## src/rtl/hw1p2_serial_tx_if.sv

```systemverilog
`default_nettype none
// +----------------------------------------------------------------------+
// | hw1p2_serial_tx_if                                                   |
// | Word handshake plus serial-stream status bundle for hw1p2_serial_tx. |
// | Revision: 1.0                                                        |
// +----------------------------------------------------------------------+
interface hw1p2_serial_tx_if #(
  parameter int WIDTH = 8
);
  logic [WIDTH-1:0] data;
  logic             valid;
  logic             ready;
  logic             out;
  logic             busy;
  logic             last;

  modport master (
    output data,
    output valid,
    input  ready,
    input  out,
    input  busy,
    input  last
  );

  modport slave (
    input  data,
    input  valid,
    output ready,
    output out,
    output busy,
    output last
  );
endinterface
`default_nettype wire

```

## src/rtl/hw1p2_serial_tx.sv

```systemverilog
`default_nettype none
// +----------------------------------------------------------------------+
// | hw1p2_serial_tx                                                      |
// | MSB-first word serialiser with idle-zero gap; define                 |
// | HW1P2_TX_PARITY_EN to append an even-parity bit after the data.      |
// | Revision: 1.0                                                        |
// +----------------------------------------------------------------------+
module hw1p2_serial_tx #(
  parameter int WIDTH = 8,
  parameter int GAP   = 2
) (
  input  logic             clk,
  input  logic             reset,
  hw1p2_serial_tx_if.slave tx
);

  localparam int CW = $clog2(WIDTH);
  localparam logic [CW-1:0] c_bit_init = CW'(WIDTH - 1);
  localparam logic [CW-1:0] c_bit_one  = CW'(1);
  localparam logic [3:0]    c_gap_init = (GAP > 0) ? 4'(GAP - 1) : 4'd0;

  typedef enum logic [1:0] {
    S_IDLE  = 2'd0,
    S_SHIFT = 2'd1,
    S_GAP   = 2'd2
`ifdef HW1P2_TX_PARITY_EN
    , S_PAR = 2'd3
`endif
  } state_t;

  state_t           r_state;
  state_t           w_state_next;
  // The MSB leaves straight through r_out, so only the remaining bits are held.
  logic [WIDTH-2:0] r_shift;
  logic [WIDTH-2:0] w_shift_next;
  logic [CW-1:0]    r_bit_cnt;
  logic [CW-1:0]    w_bit_cnt_next;
  logic [3:0]       r_gap_cnt;
  logic [3:0]       w_gap_cnt_next;
  logic             r_out;
  logic             w_out_next;
  logic             r_last;
  logic             w_last_next;
  logic             r_busy;
`ifdef HW1P2_TX_PARITY_EN
  logic             r_par;
  logic             w_par_next;
`endif

  always_comb begin
    w_state_next   = r_state;
    w_shift_next   = r_shift;
    w_bit_cnt_next = r_bit_cnt;
    w_gap_cnt_next = r_gap_cnt;
    w_out_next     = 1'b0;
    w_last_next    = 1'b0;
`ifdef HW1P2_TX_PARITY_EN
    w_par_next     = r_par;
`endif
    case (r_state)
      S_IDLE: begin
        if (tx.valid) begin
          w_shift_next   = tx.data[WIDTH-2:0];
          w_out_next     = tx.data[WIDTH-1];
          w_bit_cnt_next = c_bit_init;
          w_state_next   = S_SHIFT;
`ifdef HW1P2_TX_PARITY_EN
          w_par_next     = ^tx.data;
`endif
        end
      end
      S_SHIFT: begin
        if (r_bit_cnt != '0) begin
          w_out_next     = r_shift[WIDTH-2];
          w_shift_next   = r_shift << 1;
          w_bit_cnt_next = r_bit_cnt - 1'b1;
          w_last_next    = (r_bit_cnt == c_bit_one);
        end else begin
`ifdef HW1P2_TX_PARITY_EN
          w_state_next = S_PAR;
          w_out_next   = r_par;
`else
          if (GAP > 0) begin
            w_state_next   = S_GAP;
            w_gap_cnt_next = c_gap_init;
          end else begin
            w_state_next = S_IDLE;
          end
`endif
        end
      end
`ifdef HW1P2_TX_PARITY_EN
      S_PAR: begin
        if (GAP > 0) begin
          w_state_next   = S_GAP;
          w_gap_cnt_next = c_gap_init;
        end else begin
          w_state_next = S_IDLE;
        end
      end
`endif
      S_GAP: begin
        if (r_gap_cnt == 4'd0) begin
          w_state_next = S_IDLE;
        end else begin
          w_gap_cnt_next = r_gap_cnt - 4'd1;
        end
      end
      default: begin
        w_state_next = S_IDLE;
      end
    endcase
  end

  always_ff @(posedge clk or posedge reset) begin
    if (reset) begin
      r_state   <= S_IDLE;
      r_shift   <= '0;
      r_bit_cnt <= '0;
      r_gap_cnt <= 4'd0;
      r_out     <= 1'b0;
      r_last    <= 1'b0;
      r_busy    <= 1'b0;
`ifdef HW1P2_TX_PARITY_EN
      r_par     <= 1'b0;
`endif
    end else begin
      r_state   <= w_state_next;
      r_shift   <= w_shift_next;
      r_bit_cnt <= w_bit_cnt_next;
      r_gap_cnt <= w_gap_cnt_next;
      r_out     <= w_out_next;
      r_last    <= w_last_next;
      r_busy    <= (w_state_next != S_IDLE);
`ifdef HW1P2_TX_PARITY_EN
      r_par     <= w_par_next;
`endif
    end
  end

  assign tx.ready = (r_state == S_IDLE) && !reset;
  assign tx.out   = r_out;
  assign tx.busy  = r_busy;
  assign tx.last  = r_last;

endmodule
`default_nettype wire
```

## src/flat_wrapper.sv

```systemverilog
// flat-port wrapper written by rule: the top's interface ports become plain ports
module hw1p2_serial_tx_flat 
#(
  parameter int WIDTH = 8,
  parameter int GAP   = 2
)
  (clk, reset, tx_data, tx_valid, tx_ready, tx_out, tx_busy, tx_last);
  hw1p2_serial_tx_if #(.WIDTH(WIDTH)) tx_i ();
  input  logic clk;
  input  logic reset;
  input wire logic [$bits(tx_i.data)-1:0] tx_data;
  input wire logic [$bits(tx_i.valid)-1:0] tx_valid;
  output wire logic [$bits(tx_i.ready)-1:0] tx_ready;
  output wire logic [$bits(tx_i.out)-1:0] tx_out;
  output wire logic [$bits(tx_i.busy)-1:0] tx_busy;
  output wire logic [$bits(tx_i.last)-1:0] tx_last;
  assign tx_i.data = tx_data;
  assign tx_i.valid = tx_valid;
  assign tx_ready = tx_i.ready;
  assign tx_out = tx_i.out;
  assign tx_busy = tx_i.busy;
  assign tx_last = tx_i.last;
  hw1p2_serial_tx #(.WIDTH(WIDTH), .GAP(GAP)) u_core (.clk(clk), .reset(reset), .tx(tx_i));
endmodule
```

## config.mk

```make
export PLATFORM = sky130hd
export DESIGN_NAME = hw1p2_serial_tx_flat
export DESIGN_NICKNAME = d
export VERILOG_FILES = /design/src/rtl/hw1p2_serial_tx_if.sv /design/src/rtl/hw1p2_serial_tx.sv /design/src/flat_wrapper.sv
export SDC_FILE = /design/constraint.sdc
export NUM_CORES = 1
export LEC_CHECK = 0
export CORE_UTILIZATION = 57
export CTS_CLUSTER_DIAMETER = 40
export DETAILED_ROUTE_END_ITERATION = 6
export PLACE_DENSITY = 0.84
export SLEW_MARGIN = 20
export SYNTH_ARGS = -nofsm -noshare
export SYNTH_HDL_FRONTEND = slang
export SYNTH_SLANG_ARGS = --single-unit
```

## constraint.sdc

```tcl
create_clock -name clk -period 3.9 [get_ports clk]
set_input_delay 0.78 -clock clk [delete_from_list [all_inputs] [get_ports clk]]
set_output_delay 0.78 -clock clk [all_outputs]
set_load 0.02 [all_outputs]
```

==> results of run 1 <==
-- routing by layer --
metal	up-vias	global-route usage	routed length, microns
li1	377	-	-
met1	355	0.302	909
met2	20	0.326	875
met3	4	0.0833	94
met4	0	0.0941	26
met5	-	0	0
-- cell type report --
cell class,count,share of cell area
clock buffers,3,0.0176
clock inverters,1,0.00391
inverters,13,0.0381
multi-input cells,63,0.435
flip-flops and latches,19,0.371
well taps,25,0.0244
repair buffers,14,0.109
-- synthesized netlist by cell type, types with 2 or more instances --
cell type   n
dfrtp_1    19
inv_1      13
mux2_2     13
ha_1        9
nor2_1      5
nor2b_1     4
or3_1       3
a211oi_1    2
a221oi_1    2
a22o_1      2
buf_2       2
nor3b_1     2
o21ai_0     2
-- final timing paths --
path / from / slack (ns) / to
setup reg to reg: u_core.r_state[1]$_DFF_PP0_ / 1.62 / u_core.r_shift[3]$_DFFE_PP0P_
setup / recovery: reset / 1.20 / tx_ready
hold reg to reg: u_core.r_shift[5]$_DFFE_PP0P_ / 0.51 / u_core.r_shift[5]$_DFFE_PP0P_
min in group asynchronous: reset / 0.92 / u_core.r_state[0]$_DFF_PP0_
max in group asynchronous: reset / 2.51 / u_core.tx.out$_DFF_PP0_
hold / removal: u_core.r_shift[5]$_DFFE_PP0P_ / 0.51 / u_core.r_shift[5]$_DFFE_PP0P_
-- flip-flops by register name, indices dropped and copies added (netlist names) --
name              count
u_core.r_shift        7
u_core.r_gap_cnt      4
u_core.r_bit_cnt      3
u_core.r_state        2
u_core.tx.busy        1
u_core.tx.last        1
u_core.tx.out         1
-- through the flow --
stage | power (mW) | cell area (sq um) | util | hold WS (ns) | cells
3_5_place_dp | 0.712 | 1250 | 0.710 | 0.492 | 134
5_1_grt | 0.881 | 1280 | 0.726 | 0.530 | 138
2_1_floorplan | 0.621 | 1090 | - | 0.475 | 97
3_3_place_gp | 0.699 | 1250 | 0.710 | 0.486 | 134
4_1_cts | 0.821 | 1280 | 0.726 | 0.523 | 138
6_report | 0.814 | 1280 | 0.726 | 0.515 | 138
-- worst register-to-register path: stages (launching register included) --
cell	delay, ns
dfrtp_1	0.43
inv_1	0.12
ha_1	0.61
nor2_1	0.20
a211oi_4	0.43
mux2_2	0.39
-- cell families (layout without fill, tap and decap cells) --
group                    Yosys count  count (layout)  synth area share
AO/OA/AOI/OAI                     20              20             0.158
adder cells (fa/ha/maj)            9               9             0.103
buffers and inverters             15              31            0.0539
flip-flops                        19              19             0.436
multiplexers                      13              13             0.134
AND/OR/NAND/NOR                   21              21             0.115
-- power breakdown --
part           internal [mW]  switching (mW)  leakage [nW]
logic                  0.210           0.193         0.310
clock network         0.0384          0.0668        0.0177
registers              0.266          0.0400         0.231
total                  0.515           0.299         0.558
==> results.json, run 1 <==
{
  "fmax_mhz": 370,
  "layout_common_cells": "dfrtp_1 (19), clkdlybuf4s50_1 (14), inv_1 (13), mux2_2 (13), ha_1 (9)",
  "grt_antenna_before_repair": 0,
  "criticalPathCategory": "primary input to primary output",
  "clock-root-buffer": "clkbuf_4",
  "die_width_microns": 45.8,
  "die_h_microns": 45.8,
  "ant_nets": 0,
  "dieArea_sq_um": 2090,
  "place_hpwl_microns": 1320,
  "crit_required_ns": 3.12,
  "grt_setup_unrepaired": "no",
  "drc": 0,
  "seq_area_frac_synth": 0.436,
  "critPathBufInv": 2,
  "slew_headroom": 0.505,
  "worstHoldPathCells": 1,
  "io_buffers": 14,
  "initial_core_util": 0.618,
  "hold_class": "flop to flop",
  "layout_commonest_cell": "dfrtp_1",
  "final_nets": 134,
  "crit_top_cell": "clkdlybuf4s50_1",
  "routed-via-count": 756,
  "coreArea_sq_um": 1760,
  "arrival_ns": 1.92,
  "pin_count": 15,
  "synth_flop_cell": "dfrtp_1",
  "cp_max_fo": 2,
  "clk_pin_slew_ns": 0.11,
  "synth-edff-count": 0,
  "cp.depth": 3,
  "async_flop_share": 1.00,
  "finalClockSkew_ns": 0.00126,
  "grt_pass1_wl_microns": 3260,
  "area.growth.synth_to_final_pct": 17.3,
  "grt_overflow": 0,
  "drv_slew": 0,
  "synth_largest_area_cell": "dfrtp_1",
  "grt_pass1_vias": 744,
  "area.sequential_sq_um": 475,
  "avgSynthCellArea_sq_um": 11.2,
  "slowest_stage": "clkdlybuf4s50_1",
  "via_per_inst": 5.48,
  "cts_resized": 0,
  "status": "finished, final reports clean",
  "cts_tree": "done",
  "synth_area_leaders": "dfrtp_1 (44%), mux2_2 (13%), ha_1 (10%), inv_1 (4.5%), nor2b_1 (2.3%)",
  "clockBufferDepth": 2,
  "diodes": 0,
  "critical_path.startpoint_type": "primary input",
  "dp_slack_ns": 1.19,
  "multi_input_area_sq_um": 557,
  "num_rows": 15,
  "max_stage_delay_ns": 0.60,
  "finalHoldViolations": 0,
  "crit_chain": "clkdlybuf4s50_1 -> nor2b_1 -> clkdlybuf4s50_1",
  "track_usage": 0.225,
  "cts.sinks": 19,
  "cts_max_level": 1,
  "layout_min_cycle_time_ns": 2.70,
  "worst_slew_pin_slew_ns": 0.741,
  "wirelength_microns": 1910,
  "min_period_over_period": 0.693,
  "ys.warnings.count": 0,
  "ir_drop_v": 0.000410,
  "setup_tns_ns": 0,
  "clk_latency_ns": 0.31,
  "synthesis.area_sq_um": 1090,
  "numCtsBuffers": 3,
  "synth.distinct_cells": 32,
  "cp-end-kind": "primary output",
  "wire_per_inst_microns": 13.8,
  "ys_seq_elements": 19,
  "grt_max_degree": 20,
  "fin_ws_ns": 1.20,
  "nFillCells": 143,
  "firstDrtPassIters": 4,
  "syn_nets": 117,
  "maxCapViolCount": 0,
  "rr_worst_depth": 5,
  "p_leak_nw": 0.558,
  "post_cts_buffers": 0,
  "gp_congestion": 0.833,
  "drive_above_1_share": 0.168,
  "drt-initial-drc-count": 12,
  "cp_top_family": "buffers and inverters",
  "cellPowerDensity_nw_per_um2": 636,
  "postSynthCellCount": 97,
  "cts_hold_buf": 0,
  "finalSetupViolCount": 0,
  "synth_top_area_frac": 0.436
}
Power figures use the tool's default switching activity.
==> inputs of run 2 (changes only) <==
--- a/config.mk
+++ b/config.mk
@@ -5,10 +5,10 @@
 export SDC_FILE = /design/constraint.sdc
 export NUM_CORES = 1
 export LEC_CHECK = 0
-export CORE_UTILIZATION = 57
+export CORE_UTILIZATION = 48
 export CTS_CLUSTER_DIAMETER = 40
 export DETAILED_ROUTE_END_ITERATION = 6
-export PLACE_DENSITY = 0.84
+export PLACE_DENSITY = 0.75
 export SLEW_MARGIN = 20
 export SYNTH_ARGS = -nofsm -noshare
 export SYNTH_HDL_FRONTEND = slang
==> constraint.sdc (replaced) <==
create_clock -name clk -period 2.3 [get_ports clk]
set_input_delay 0.46 -clock clk [delete_from_list [all_inputs] [get_ports clk]]
set_output_delay 0.46 -clock clk [all_outputs]
set_load 0.02 [all_outputs]
==> results.json, run 2 (synthesis results as in run 1) <==
{
  "status": "finished, final reports clean",
  "cellPowerDensity_nw_per_um2": 1080,
  "sw_frac_of_total": 0.365,
  "power.internal_mw": 0.883,
  "wire_per_inst_microns": 13.5,
  "wirelength_microns": 1910,
  "layout_common_cells": "dfrtp_1 (19), inv_1 (13), mux2_2 (13), clkdlybuf4s50_1 (13), ha_1 (9)",
  "dieArea_sq_um": 2470,
  "num_rows": 16,
  "crit_start": "u_core.r_state[0]$_DFF_PP0_",
  "cts_resized": 0,
  "grt_pass1_wl_microns": 3320,
  "clk_latency_ns": 0.30,
  "ir_drop_v": 0.000617,
  "maxCapViolCount": 0,
  "crit_required_ns": 2.49,
  "layout_commonest_cell": "dfrtp_1",
  "gp_congestion": 0.796,
  "post_cts_buffers": 0,
  "regMostFlops": "u_core.r_shift",
  "initial_core_util": 0.534,
  "p_comb_frac": 0.502,
  "cts.sinks": 19,
  "area.sequential_sq_um": 475,
  "grt_setup_unrepaired": "no",
  "multi_input_area_sq_um": 557,
  "clockBufferDepth": 2,
  "regToRegStartpoint": "u_core.r_state[0]$_DFF_PP0_",
  "max_stage_delay_ns": 0.48,
  "slew_headroom": 0.525,
  "finalHoldViolations": 0,
  "final_nets": 135,
  "area.growth.synth_to_final_pct": 18.5,
  "drive_above_1_share": 0.175,
  "finalSetupViolCount": 0,
  "place_hpwl_microns": 1480,
  "ant_nets": 0,
  "diodes": 0,
  "min_period_over_period": 0.849,
  "hold_class": "flop to flop",
  "pin_count": 15,
  "fmax_mhz": 512,
  "coreArea_sq_um": 2040,
  "numCtsBuffers": 3,
  "layout_min_cycle_time_ns": 1.95,
  "arrival_ns": 2.14,
  "cts_tree": "done",
  "finalClockSkew_ns": 0.00474,
  "worst_slew_pin_slew_ns": 0.712,
  "via_per_inst": 5.38,
  "io_buffers": 14,
  "final_core_util": 0.633,
  "cp-end-kind": "flop",
  "nFillCells": 181,
  "pwr-share-seq": 0.376,
  "track_usage": 0.180,
  "cts_hold_buf": 0,
  "drv_slew": 0,
  "reg_top3": "u_core.r_shift x7, u_core.r_gap_cnt x4, u_core.r_bit_cnt x3",
  "routed-via-count": 759,
  "drc": 0,
  "largest_reg_flops": 7,
  "die_width_microns": 49.7,
  "drt-initial-drc-count": 11,
  "crit_chain": "inv_1 -> ha_1 -> nor2b_1 -> a211oi_4 -> mux2_2",
  "cts_max_level": 1,
  "die_h_microns": 49.7,
  "slowest_stage": "a211oi_4",
  "setup_tns_ns": 0,
  "firstDrtPassIters": 4,
  "grt_pass1_vias": 771,
  "criticalPathCategory": "flop to flop",
  "min_from": "u_core.r_bit_cnt[1]$_DFFE_PP0P_",
  "p_leak_nw": 0.577,
  "power_frac_clock": 0.121,
  "grt_antenna_before_repair": 0,
  "critical_path.startpoint_type": "flop",
  "clock-root-buffer": "clkbuf_4",
  "grt_overflow": 0,
  "cp_max_fo": 9,
  "clk_pin_slew_ns": 0.11,
  "switchingPower_mw": 0.507,
  "grt_max_degree": 20
}
-- run 2: changes by cell type in the layout (fill, tap and decap cells not counted), sizes merged --
| cell | change |
|---|---|
| buf | +1 |
| clkdlybuf4s50 | -1 |
| dlymetal6s2s | +1 |
-- run 2: through the flow --
stage | cells | area [sq um] | power, mW | setup slack, ns | hold slack, ns
after floorplan | 97 | 1090 | 1.05 | 0.601 | 0.411
after global placement | 137 | 1260 | 1.20 | 0.256 | 0.487
after detailed placement | 137 | 1260 | 1.23 | 0.256 | 0.496
after CTS | 141 | 1290 | 1.41 | 0.0135 | 0.521
after global routing | 141 | 1290 | 1.49 | 0.251 | 0.536
final | 141 | 1290 | 1.39 | 0.347 | 0.519
-- run 2: path summary, 6_finish.rpt --
check / to / slack, ns / depth (start not counted)
min in group asynchronous: u_core.r_state[1]$_DFF_PP0_ / 0.59 / 2
worst max-delay path: u_core.r_shift[3]$_DFFE_PP0P_ / 0.35 / 5
max in group asynchronous: u_core.r_shift[3]$_DFFE_PP0P_ / 1.26 / 2
worst min-delay path: u_core.r_bit_cnt[1]$_DFFE_PP0P_ / 0.52 / 1
worst max register to register: u_core.r_shift[3]$_DFFE_PP0P_ / 0.35 / 5
worst min register to register: u_core.r_bit_cnt[1]$_DFFE_PP0P_ / 0.52 / 1
-- run 2: final cells by class --
type	instances	area share
repair buffers	15	0.116
well taps	27	0.0261
clock inverters	1	0.00387
multi-input cells	63	0.431
flip-flops and latches	19	0.368
inverters	13	0.0378
clock buffers	3	0.0174
-- run 2: power groups by stage --
stage               clock network, mW  logic [mW]  registers [mW]
floorplan                           0       0.523           0.531
CTS                             0.177       0.706           0.524
finish                          0.168       0.698           0.523
detailed placement                  0       0.702           0.532
global route                    0.187       0.765           0.538
global placement                    0       0.683           0.521
-- run 2: layer usage --
metal / vias up / track usage / wire length, microns
met1: 358 / 0.220 / 896
li1: 382 / - / -
met4: 0 / 0.0857 / 32
met3: 4 / 0.0247 / 63
met5: - / 0 / 0
met2: 15 / 0.309 / 914
-- run 2: worst max-delay path: cells and delay by family, from the launching register on --
kind / cells / cell delay (ns)
fa+ha+maj: 1 / 0.25
flops: 1 / 0.42
mux: 1 / 0.40
compound gates: 1 / 0.48
buf+inv: 1 / 0.08
simple gates: 1 / 0.22
==> inputs of run 3 (changes only) <==
--- a/config.mk
+++ b/config.mk
@@ -5,10 +5,10 @@
 export SDC_FILE = /design/constraint.sdc
 export NUM_CORES = 1
 export LEC_CHECK = 0
-export CORE_UTILIZATION = 48
+export CORE_UTILIZATION = 53
 export CTS_CLUSTER_DIAMETER = 40
 export DETAILED_ROUTE_END_ITERATION = 6
-export PLACE_DENSITY = 0.75
+export PLACE_DENSITY = 0.79
 export SLEW_MARGIN = 20
 export SYNTH_ARGS = -nofsm -noshare
 export SYNTH_HDL_FRONTEND = slang
==> constraint.sdc (replaced) <==
create_clock -name clk -period 2 [get_ports clk]
set_input_delay 0.4 -clock clk [delete_from_list [all_inputs] [get_ports clk]]
set_output_delay 0.4 -clock clk [all_outputs]
set_load 0.02 [all_outputs]
==> results.json, run 3 (synthesis results as in run 1) <==
{
  "grt_pass1_vias": 770,
  "crit_required_ns": 2.18,
  "via_per_inst": 5.52,
  "finalClockSkew_ns": 0.00959,
  "pin_count": 15,
  "slowest_stage": "dfrtp_1",
  "finalHoldViolations": 0,
  "cp_top_family": "flip-flops",
  "critPathBufInv": 2,
  "finalSetupViolCount": 0,
  "ir_drop_v": 0.000926,
  "cp-end-kind": "flop",
  "critical_path.startpoint_type": "flop",
  "cts_tree": "done",
  "grt_antenna_before_repair": 0,
  "grt_setup_unrepaired": "no",
  "gp_congestion": 0.757,
  "cts_max_level": 1,
  "groute.layer.met1.usage": 0.278,
  "p_total_mw": 1.68,
  "drv_slew": 0,
  "dp_slack_ns": 0.0324,
  "cts.sinks": 19,
  "p_leak_nw": 0.585,
  "routed-via-count": 801,
  "met3_usage": 0.0231,
  "clk_latency_ns": 0.30,
  "die_h_microns": 47.4,
  "diodes": 0,
  "clk_pin_slew_ns": 0.10,
  "top_usage_layer": "met2",
  "clockBufferDepth": 2,
  "criticalPathCategory": "flop to flop",
  "numCtsBuffers": 3,
  "grt_pass1_wl_microns": 3310,
  "maxCapViolCount": 0,
  "place_hpwl_microns": 1490,
  "max_stage_delay_ns": 0.42,
  "layout_min_cycle_time_ns": 1.87,
  "layout_common_cells": "dfrtp_1 (19), inv_1 (13), mux2_2 (13), clkdlybuf4s50_1 (13), ha_1 (9)",
  "drc": 0,
  "setup_tns_ns": 0,
  "cp_max_fo": 9,
  "num_rows": 16,
  "slew_headroom": 0.599,
  "drive_above_1_share": 0.203,
  "io_buffers": 14,
  "final_core_util": 0.683,
  "layout_commonest_cell": "dfrtp_1",
  "use_met2": 0.345,
  "initial_core_util": 0.562,
  "area.growth.synth_to_final_pct": 21.6,
  "wire_per_inst_microns": 13.8,
  "min_period_over_period": 0.936,
  "coreArea_sq_um": 1940,
  "firstDrtPassIters": 4,
  "crit_chain": "inv_1 -> ha_1 -> nor2_1 -> a211oi_4 -> buf_12 -> mux2_2",
  "cts_hold_buf": 0,
  "track_usage": 0.214,
  "reg_top3": "u_core.r_shift x7, u_core.r_gap_cnt x4, u_core.r_bit_cnt x3",
  "drt-initial-drc-count": 12,
  "largest_reg_flops": 7,
  "worst_slew_pin_slew_ns": 0.599,
  "nFillCells": 155,
  "fin_ws_ns": 0.128,
  "ant_nets": 0,
  "fin_hold_ws_ns": 0.447,
  "grt_overflow": 0,
  "dieArea_sq_um": 2240,
  "grt_max_degree": 20,
  "die_width_microns": 47.4,
  "wirelength_microns": 2000,
  "cellPowerDensity_nw_per_um2": 1260,
  "regMostFlops": "u_core.r_shift",
  "status": "finished, final reports clean",
  "arrival_ns": 2.06,
  "final_nets": 139,
  "fmax_mhz": 534,
  "clock-root-buffer": "clkbuf_4",
  "hold_class": "primary input to async pin"
}
run 3: layer usage:
| layer | part of all wire | wire length [microns] |
|---|---|---|
| met2 | 0.48 | 963 |
| met4 | 0.022 | 45 |
| met5 | 0 | 0 |
| met1 | 0.47 | 943 |
| met3 | 0.025 | 51 |
run 3: power by group:
part,switching (mW),internal (mW),total (mW),leakage (nW)
Combinational,0.406,0.485,0.891,0.340
Sequential,0.0781,0.519,0.597,0.231
Clock,0.111,0.0777,0.189,0.0150
run 3: tightest hold or removal path, delay by kind of cell:
| kind | cells | cell delay, ns |
|---|---|---|
| buf+inv | 3 | 0.73 |
run 3: path summary, 6_finish.rpt:
check	startpoint	end	slack [ns]	cells past startpoint
setup / recovery	u_core.r_state[1]$_DFF_PP0_	u_core.r_shift[5]$_DFFE_PP0P_	0.13	6
hold / removal	reset	u_core.r_bit_cnt[2]$_DFFE_PP0P_	0.45	3
setup reg to reg	u_core.r_state[1]$_DFF_PP0_	u_core.r_shift[5]$_DFFE_PP0P_	0.13	6
hold reg to reg	u_core.r_shift[1]$_DFFE_PP0P_	u_core.r_shift[1]$_DFFE_PP0P_	0.51	1
max in group asynchronous	reset	u_core.tx.out$_DFF_PP0_	1.34	3
min in group clk	u_core.r_shift[1]$_DFFE_PP0P_	u_core.r_shift[1]$_DFFE_PP0P_	0.51	1
run 3: cell type report:
class	count	area [sq um]	area share
multi-input combinational	63	557	0.420
sequential	19	475	0.358
timing repair buffer	19	185	0.140
inverter	13	48.8	0.0368
tap	27	33.8	0.0255
clock buffer	4	26.3	0.0198
run 3: stage by stage:
| stage | area [sq um] | instances |
|---|---|---|
| 6_report | 1330 | 145 |
| 5_1_grt | 1330 | 145 |
| 4_1_cts | 1310 | 144 |
| 3_5_place_dp | 1280 | 140 |
| 3_3_place_gp | 1280 | 140 |
| 2_1_floorplan | 1090 | 97 |
run 3: what timing repair did:
action | CTS | global route
pin swaps | 0 | 1
endpoints found under the setup margin | 1 | 4
gates resized for setup | 1 | 2
setup buffers | 0 | 1
